===== config.mk =====
export PLATFORM = sky130hd
export DESIGN_NAME = regread_arbiter
export DESIGN_NICKNAME = d
export VERILOG_FILES = /design/src/rtl/regfile_pkg.sv /design/src/rtl/rr_picker.sv /design/src/rtl/regread_arbiter.sv
export SDC_FILE = /design/constraint.sdc
export NUM_CORES = 1
export LEC_CHECK = 0
export BUFFER_PORTS_ARGS = -buffer_cell sky130_fd_sc_hd__buf_2
export CAP_MARGIN = 20
export CORE_AREA = 4 4 90 92
export CTS_CLUSTER_SIZE = 20
export DETAILED_ROUTE_END_ITERATION = 8
export DIE_AREA = 0 0 94 96
export GPL_TIMING_DRIVEN = 1
export PLACE_DENSITY_LB_ADDON = 0.05
export SETUP_SLACK_MARGIN = 0.4
export SYNTH_ARGS = -nofsm -noshare
export SYNTH_HDL_FRONTEND = slang
export SYNTH_HIERARCHICAL = 1
export SYNTH_SLANG_ARGS = --single-unit
export TNS_END_PERCENT = 5

===== constraint.sdc =====
create_clock -name clk -period 3.4 [get_ports clk]
set_input_delay 0.17 -clock clk [delete_from_list [all_inputs] [get_ports clk]]
set_output_delay 0.17 -clock clk [all_outputs]
set_load 0.01 [all_outputs]

===== src/rtl/regfile_pkg.sv =====
// Shared register-file constants and the read-arbiter state type.
// Imported by the arbiter top and anything that talks to the 32x64 read port.
package regfile_pkg;

  localparam int REG_W    = 64;
  localparam int ADDR_W   = 5;
  localparam int NUM_REGS = 32;

  localparam logic [ADDR_W-1:0] XZR_ADDR = 5'd31;

  typedef enum logic [1:0] {
    ST_IDLE,
    ST_SETTLE,
    ST_RESP
  } rr_state_t;

endpackage


===== src/rtl/rr_picker.sv =====
// Combinational round-robin picker: first asserted request at or after i_ptr,
// wrapping modulo N, so non-power-of-2 requester counts never produce a bad index.
module rr_picker #(
  parameter int N     = 4,
  parameter int PTR_W = $clog2(N)
) (
  input  logic [N-1:0]     i_req,
  input  logic [PTR_W-1:0] i_ptr,
  output logic             o_any,
  output logic [PTR_W-1:0] o_win,
  output logic [N-1:0]     o_onehot
);

  // One spare bit so ptr+offset can exceed N-1 before folding back into range.
  logic [PTR_W:0] w_idx;

  always_comb begin
    o_any    = 1'b0;
    o_win    = '0;
    o_onehot = '0;
    w_idx    = '0;
    for (int i = 0; i < N; i++) begin
      w_idx = {1'b0, i_ptr} + (PTR_W+1)'(i);
      if (w_idx >= (PTR_W+1)'(N)) begin
        w_idx = w_idx - (PTR_W+1)'(N);
      end
      if (!o_any && i_req[w_idx[PTR_W-1:0]]) begin
        o_any = 1'b1;
        o_win = w_idx[PTR_W-1:0];
      end
    end
    if (o_any) begin
      o_onehot[o_win] = 1'b1;
    end
  end

endmodule


===== src/rtl/regread_arbiter.sv =====
// Round-robin arbiter for the shared 32:1 regfile read port: grants one client,
// holds the mux select while the slow mux path settles, then returns the captured data.
module regread_arbiter
  import regfile_pkg::*;
#(
  parameter int NUM_REQ       = 4,
  parameter int SETTLE_CYCLES = 8,
  parameter bit XZR_BYPASS    = 1'b1
) (
  input  logic                      clk,
  input  logic                      reset,
  input  logic [NUM_REQ-1:0]        req,
  input  logic [NUM_REQ*ADDR_W-1:0] addr,
  output logic [ADDR_W-1:0]         rd_sel,
  input  logic [REG_W-1:0]          rd_data,
  output logic [NUM_REQ-1:0]        gnt,
  output logic [NUM_REQ-1:0]        resp_valid,
  output logic [REG_W-1:0]          resp_data,
  output logic                      busy
);

  localparam int PTR_W = $clog2(NUM_REQ);
  localparam int CNT_W = $clog2(SETTLE_CYCLES + 1);

  rr_state_t          r_state;
  rr_state_t          w_next;
  logic [PTR_W-1:0]   r_ptr;
  logic [PTR_W-1:0]   r_win;
  logic [CNT_W-1:0]   r_cnt;
  logic [ADDR_W-1:0]  r_rdSel;
  logic [NUM_REQ-1:0] r_gnt;
  logic [REG_W-1:0]   r_respData;

  logic               w_any;
  logic [PTR_W-1:0]   w_win;
  logic [NUM_REQ-1:0] w_onehot;
  logic [ADDR_W-1:0]  w_winAddr;
  logic               w_isXzr;

  rr_picker #(.N(NUM_REQ), .PTR_W(PTR_W)) u_picker (
    .i_req   (req),
    .i_ptr   (r_ptr),
    .o_any   (w_any),
    .o_win   (w_win),
    .o_onehot(w_onehot)
  );

  assign w_winAddr = addr[w_win*ADDR_W +: ADDR_W];
  assign w_isXzr   = XZR_BYPASS && (w_winAddr == XZR_ADDR);

  always_ff @(posedge clk) begin
    if (reset) begin
      r_state <= ST_IDLE;
    end else begin
      r_state <= w_next;
    end
  end

  always_comb begin
    w_next = r_state;
    case (r_state)
      ST_IDLE:   if (w_any) w_next = w_isXzr ? ST_RESP : ST_SETTLE;
      ST_SETTLE: if (r_cnt == '0) w_next = ST_RESP;
      ST_RESP:   w_next = ST_IDLE;
      default:   w_next = ST_IDLE;
    endcase
  end

  // Select and address are latched only at grant, so the mux never sees a select change mid-settle.
  always_ff @(posedge clk) begin
    if (reset) begin
      r_ptr      <= '0;
      r_win      <= '0;
      r_cnt      <= '0;
      r_rdSel    <= '0;
      r_gnt      <= '0;
      r_respData <= '0;
    end else begin
      case (r_state)
        ST_IDLE: begin
          if (w_any) begin
            r_gnt   <= w_onehot;
            r_win   <= w_win;
            r_rdSel <= w_winAddr;
            r_cnt   <= CNT_W'(SETTLE_CYCLES - 1);
            if (w_isXzr) begin
              r_respData <= '0;
            end
          end
        end
        ST_SETTLE: begin
          if (r_cnt == '0) begin
            r_respData <= rd_data;
          end else begin
            r_cnt <= r_cnt - 1'b1;
          end
        end
        ST_RESP: begin
          r_gnt <= '0;
          r_ptr <= (r_win == PTR_W'(NUM_REQ - 1)) ? '0 : r_win + 1'b1;
        end
        default: begin
          r_gnt <= '0;
        end
      endcase
    end
  end

  assign rd_sel     = r_rdSel;
  assign gnt        = r_gnt;
  assign resp_valid = (r_state == ST_RESP) ? r_gnt : '0;
  assign resp_data  = r_respData;
  assign busy       = (r_state != ST_IDLE);

endmodule

==> metrics.log <==
[metrics] status: finished, final reports clean
[metrics] H-tree levels: 3
[metrics] initial core utilization: 0.434
[metrics] insertion delay to the later sink of the worst-skew pair: 0.35 ns
[metrics] setup repair after global routing missed its margin: true
[metrics] buffer count from post-CTS setup fixing: 0
[metrics] Via-to-Cell Ratio: 5.03
[metrics] deepest clock path buffer count: 2
[metrics] worst stage delay on the critical path: 0.58 ns
[metrics] weighted congestion reported at the end of routability-driven placement: 0.927
[metrics] cell type of the slowest stage on the worst timing path: sky130_fd_sc_hd__mux4_2
[metrics] dpl ws: 0.387 ns
[metrics] final total negative setup slack: 0 ns
[metrics] DP HPWL: 5.83 mm
[metrics] Worst Clk Skew: 0.0139 ns
[metrics] Die ar.: 9020 um2
[metrics] Fin Hold WS: 0.0238 ns
[metrics] iteration count of the initial detailed-routing pass: 4
[metrics] final global-route overflow total: 0
[metrics] post-synthesis average cell area: 11.1 um2
[metrics] Cell Chain, Critical Path: nand2b_1 -> o21ai_1 -> a211oi_4 -> mux4_2 -> and3_4 -> a311oi_4 -> buf_4 -> a22o_1
[metrics] FMAX: 0.345 GHz
[metrics] largest net degree at the start of global routing: 35
[metrics] peak ir drop on the vdd network: 0.000268 V
[metrics] average routed wire per standard cell: 14.6 um
[metrics] Total Routed Length: 7.93 mm
[metrics] via count of the first global-routing pass: 2574
[metrics] Detail Route Antenna Nets: 0
[metrics] minimum clock period after layout: 2.90 ns
[metrics] number of antenna violations at the first check in global routing: 0
[metrics] number of CTS-inserted buffers: 9
[metrics] period utilisation layout: 0.852
[metrics] overall die height: 96 um
[metrics] number of fill cells: 684
[metrics] leakage power figure: 2.08 nW
[metrics] Final Hold Viols: 0
[metrics] synthesized instance count: 281
[metrics] endpoint arrival time on the critical path: 3.18 ns
[metrics] count of antenna diodes in the layout: 0
[metrics] CP endpoint kind: flip-flop
[metrics] port buffer count: 167
[metrics] count of placed standard cells in the final layout, fillers left out: 544
[metrics] Seq/Total Area, Yosys: 0.530
[metrics] relative area change from synthesis to final layout: 33.9%
[metrics] clock slew at the register clock pins of the worst setup and hold paths: 0.09 ns
[metrics] Placeable Area: 7210 um2
[metrics] overall track demand over capacity in global routing: 0.170
[metrics] CTS tree: done
[metrics] Tightest Hold Check Type: input pin to flip-flop
[metrics] Ys Warns: 6
[metrics] die width: 94 um
[metrics] critical path type: flip-flop to flip-flop
[metrics] PwrDens: 683 nW/um2
[metrics] fin worst setup slack: 0.503 ns
[metrics] Final Instance Area: 4190 um2
[metrics] Inst Count DP: 528
[metrics] final count of negative-setup-slack endpoints: 0
[metrics] cell family with most CP delay: compound AO/OA/AOI/OAI gates
[metrics] net count of the finished layout: 532
[metrics] Crit Path Max Fanout: 30
[metrics] global-route wire length before repair: 12.0 mm
[metrics] hold buffer count at CTS: 0
[metrics] max-cap violations: 0
[metrics] vias: 2737
[metrics] normalized max-slew margin: 0.559
[metrics] share of post-route cells with drive strength above 1: 0.443
[metrics] number of clock sinks seen by CTS: 83
[metrics] measured slew at the worst slew-check pin: 0.661 ns
[metrics] number of slew-limit violations in the final report: 0
[metrics] Cell Area, Placed: 3990 um2
[metrics] Setup crit start kind: flip-flop
[metrics] row count: 31
[metrics] sum of buffers and inverters on the critical path: 1
[metrics] boundary pin count: 168
[metrics] Post-Syn Area: 3130 um2
[metrics] clock tree root driver cell: sky130_fd_sc_hd__clkbuf_8
[metrics] Data required, critical path: 3.68 ns
[metrics] unique cell type count in the Yosys netlist: 41
[metrics] starting DRC count in detailed routing: 92
[metrics] DRC violations left: 0
[metrics] Syn Nets: 373
[metrics] register bit count reported by yosys: 83
routing by layer:
metal / global-route usage / wire length (um) / up-vias
met1: 0.216 / 3470 / 1250
met3: 0.0532 / 695 / 10
met5: 0 / 0 / -
met4: 0.0722 / 121 / 0
met2: 0.267 / 3640 / 114
li1: - / - / 1363
power breakdown:
part           leakage, nW  internal [mW]  total [mW]  switching, mW
Clock               0.0979          0.344       0.696          0.352
Combinational         1.30          0.409       0.858          0.449
Sequential           0.681           1.19        1.31          0.119
layout by cell type (no fill, tap or decap), types with 2 or more instances in the layout:
master and count:
sky130_fd_sc_hd__a21oi_1 12, sky130_fd_sc_hd__nor3_1 8, sky130_fd_sc_hd__a211oi_1 2, sky130_fd_sc_hd__clkinv_4 2, sky130_fd_sc_hd__dfxtp_1 82, sky130_fd_sc_hd__inv_1 7, sky130_fd_sc_hd__nor2_1 16, sky130_fd_sc_hd__clkbuf_1 2
sky130_fd_sc_hd__mux4_2 4, sky130_fd_sc_hd__o211a_1 2, sky130_fd_sc_hd__nand2_1 16, sky130_fd_sc_hd__buf_2 167, sky130_fd_sc_hd__a311oi_1 3, sky130_fd_sc_hd__nand2b_1 4, sky130_fd_sc_hd__ha_1 2, sky130_fd_sc_hd__mux2i_1 7
sky130_fd_sc_hd__a22o_1 64, sky130_fd_sc_hd__and2_1 4, sky130_fd_sc_hd__nor2b_1 3, sky130_fd_sc_hd__clkbuf_8 9, sky130_fd_sc_hd__o21ai_0 2
area by class of cell:
type	count	area, um2	area share
Sequential cell	83	1660	0.396
Multi-Input combinational cell	169	1310	0.313
Timing Repair Buffer	170	875	0.209
Clock buffer	11	131	0.0313
Tap cell	99	124	0.0295
Clock inverter	5	61.3	0.0146
Inverter	7	26.3	0.00626
sequential cells by signal, summed over array words and instances (netlist names):
register / flops
r_ptr: 2
r_win: 2
r_cnt: 4
gnt: 4
resp_data: 64
r_state: 2
rd_sel: 5
worst paths after layout:
check,depth (start not counted),endpoint,slack [ns],start
worst max-delay path,8,resp_data[1]$_SDFFE_PP0P_,0.50,r_ptr[0]$_SDFFE_PP0N_
worst min-delay path,2,resp_data[57]$_SDFFE_PP0P_,0.02,rd_data[57]
worst min register to register,2,rd_sel[2]$_SDFFE_PP0P_,0.46,rd_sel[2]$_SDFFE_PP0P_
worst max register to register,8,resp_data[1]$_SDFFE_PP0P_,0.50,r_ptr[0]$_SDFFE_PP0N_
logic make-up after synthesis:
family,share of synthesized area
and+or+nand+nor,0.101
adders and majority gates,0.00799
DFF,0.530
buffers and inverters,0.0531
AOI/OAI and AO/OA,0.248
muxes,0.0595
repair_timing:
item	in CTS	in global routing
gates resized for setup	1	2
pin swaps	0	0
setup endpoints to repair	61	64
stage by stage:
| step | total power, mW | util |
|---|---|---|
| after global placement | 2.19 | 0.553 |
| after floorplan | 1.86 | - |
| after global routing | 3.04 | 0.581 |
| after detailed placement | 2.20 | 0.553 |
| after CTS | 2.90 | 0.581 |
| final | 2.87 | 0.581 |
synthesized netlist by cell type (all sizes together):
library cell,instances,area [um2]
a211oi,3,27.5
a21o,1,7.51
a21oi,13,68.8
a221oi,1,8.76
a22o,64,561
a2bb2oi,1,8.76
a311oi,4,52.6
a31oi,1,6.26
and2,6,40.0
and3,2,17.5
buf,10,95.1
clkbuf,12,45.0
dfxtp,83,1660
ha,2,25.0
inv,7,26.3
mux2i,7,70.1
mux4,5,116
nand2,16,60.1
nand2b,5,33.8
nand3b,1,7.51
nand4bb,1,11.3
nor2,16,60.1
nor2b,3,18.8
nor3,8,40.0
nor3b,1,7.51
nor4,1,6.26
o211a,2,20.0
o21ai,3,15.0
or2,1,6.26
or3b,1,8.76
Note: power is estimated with default switching activity, not from simulation.
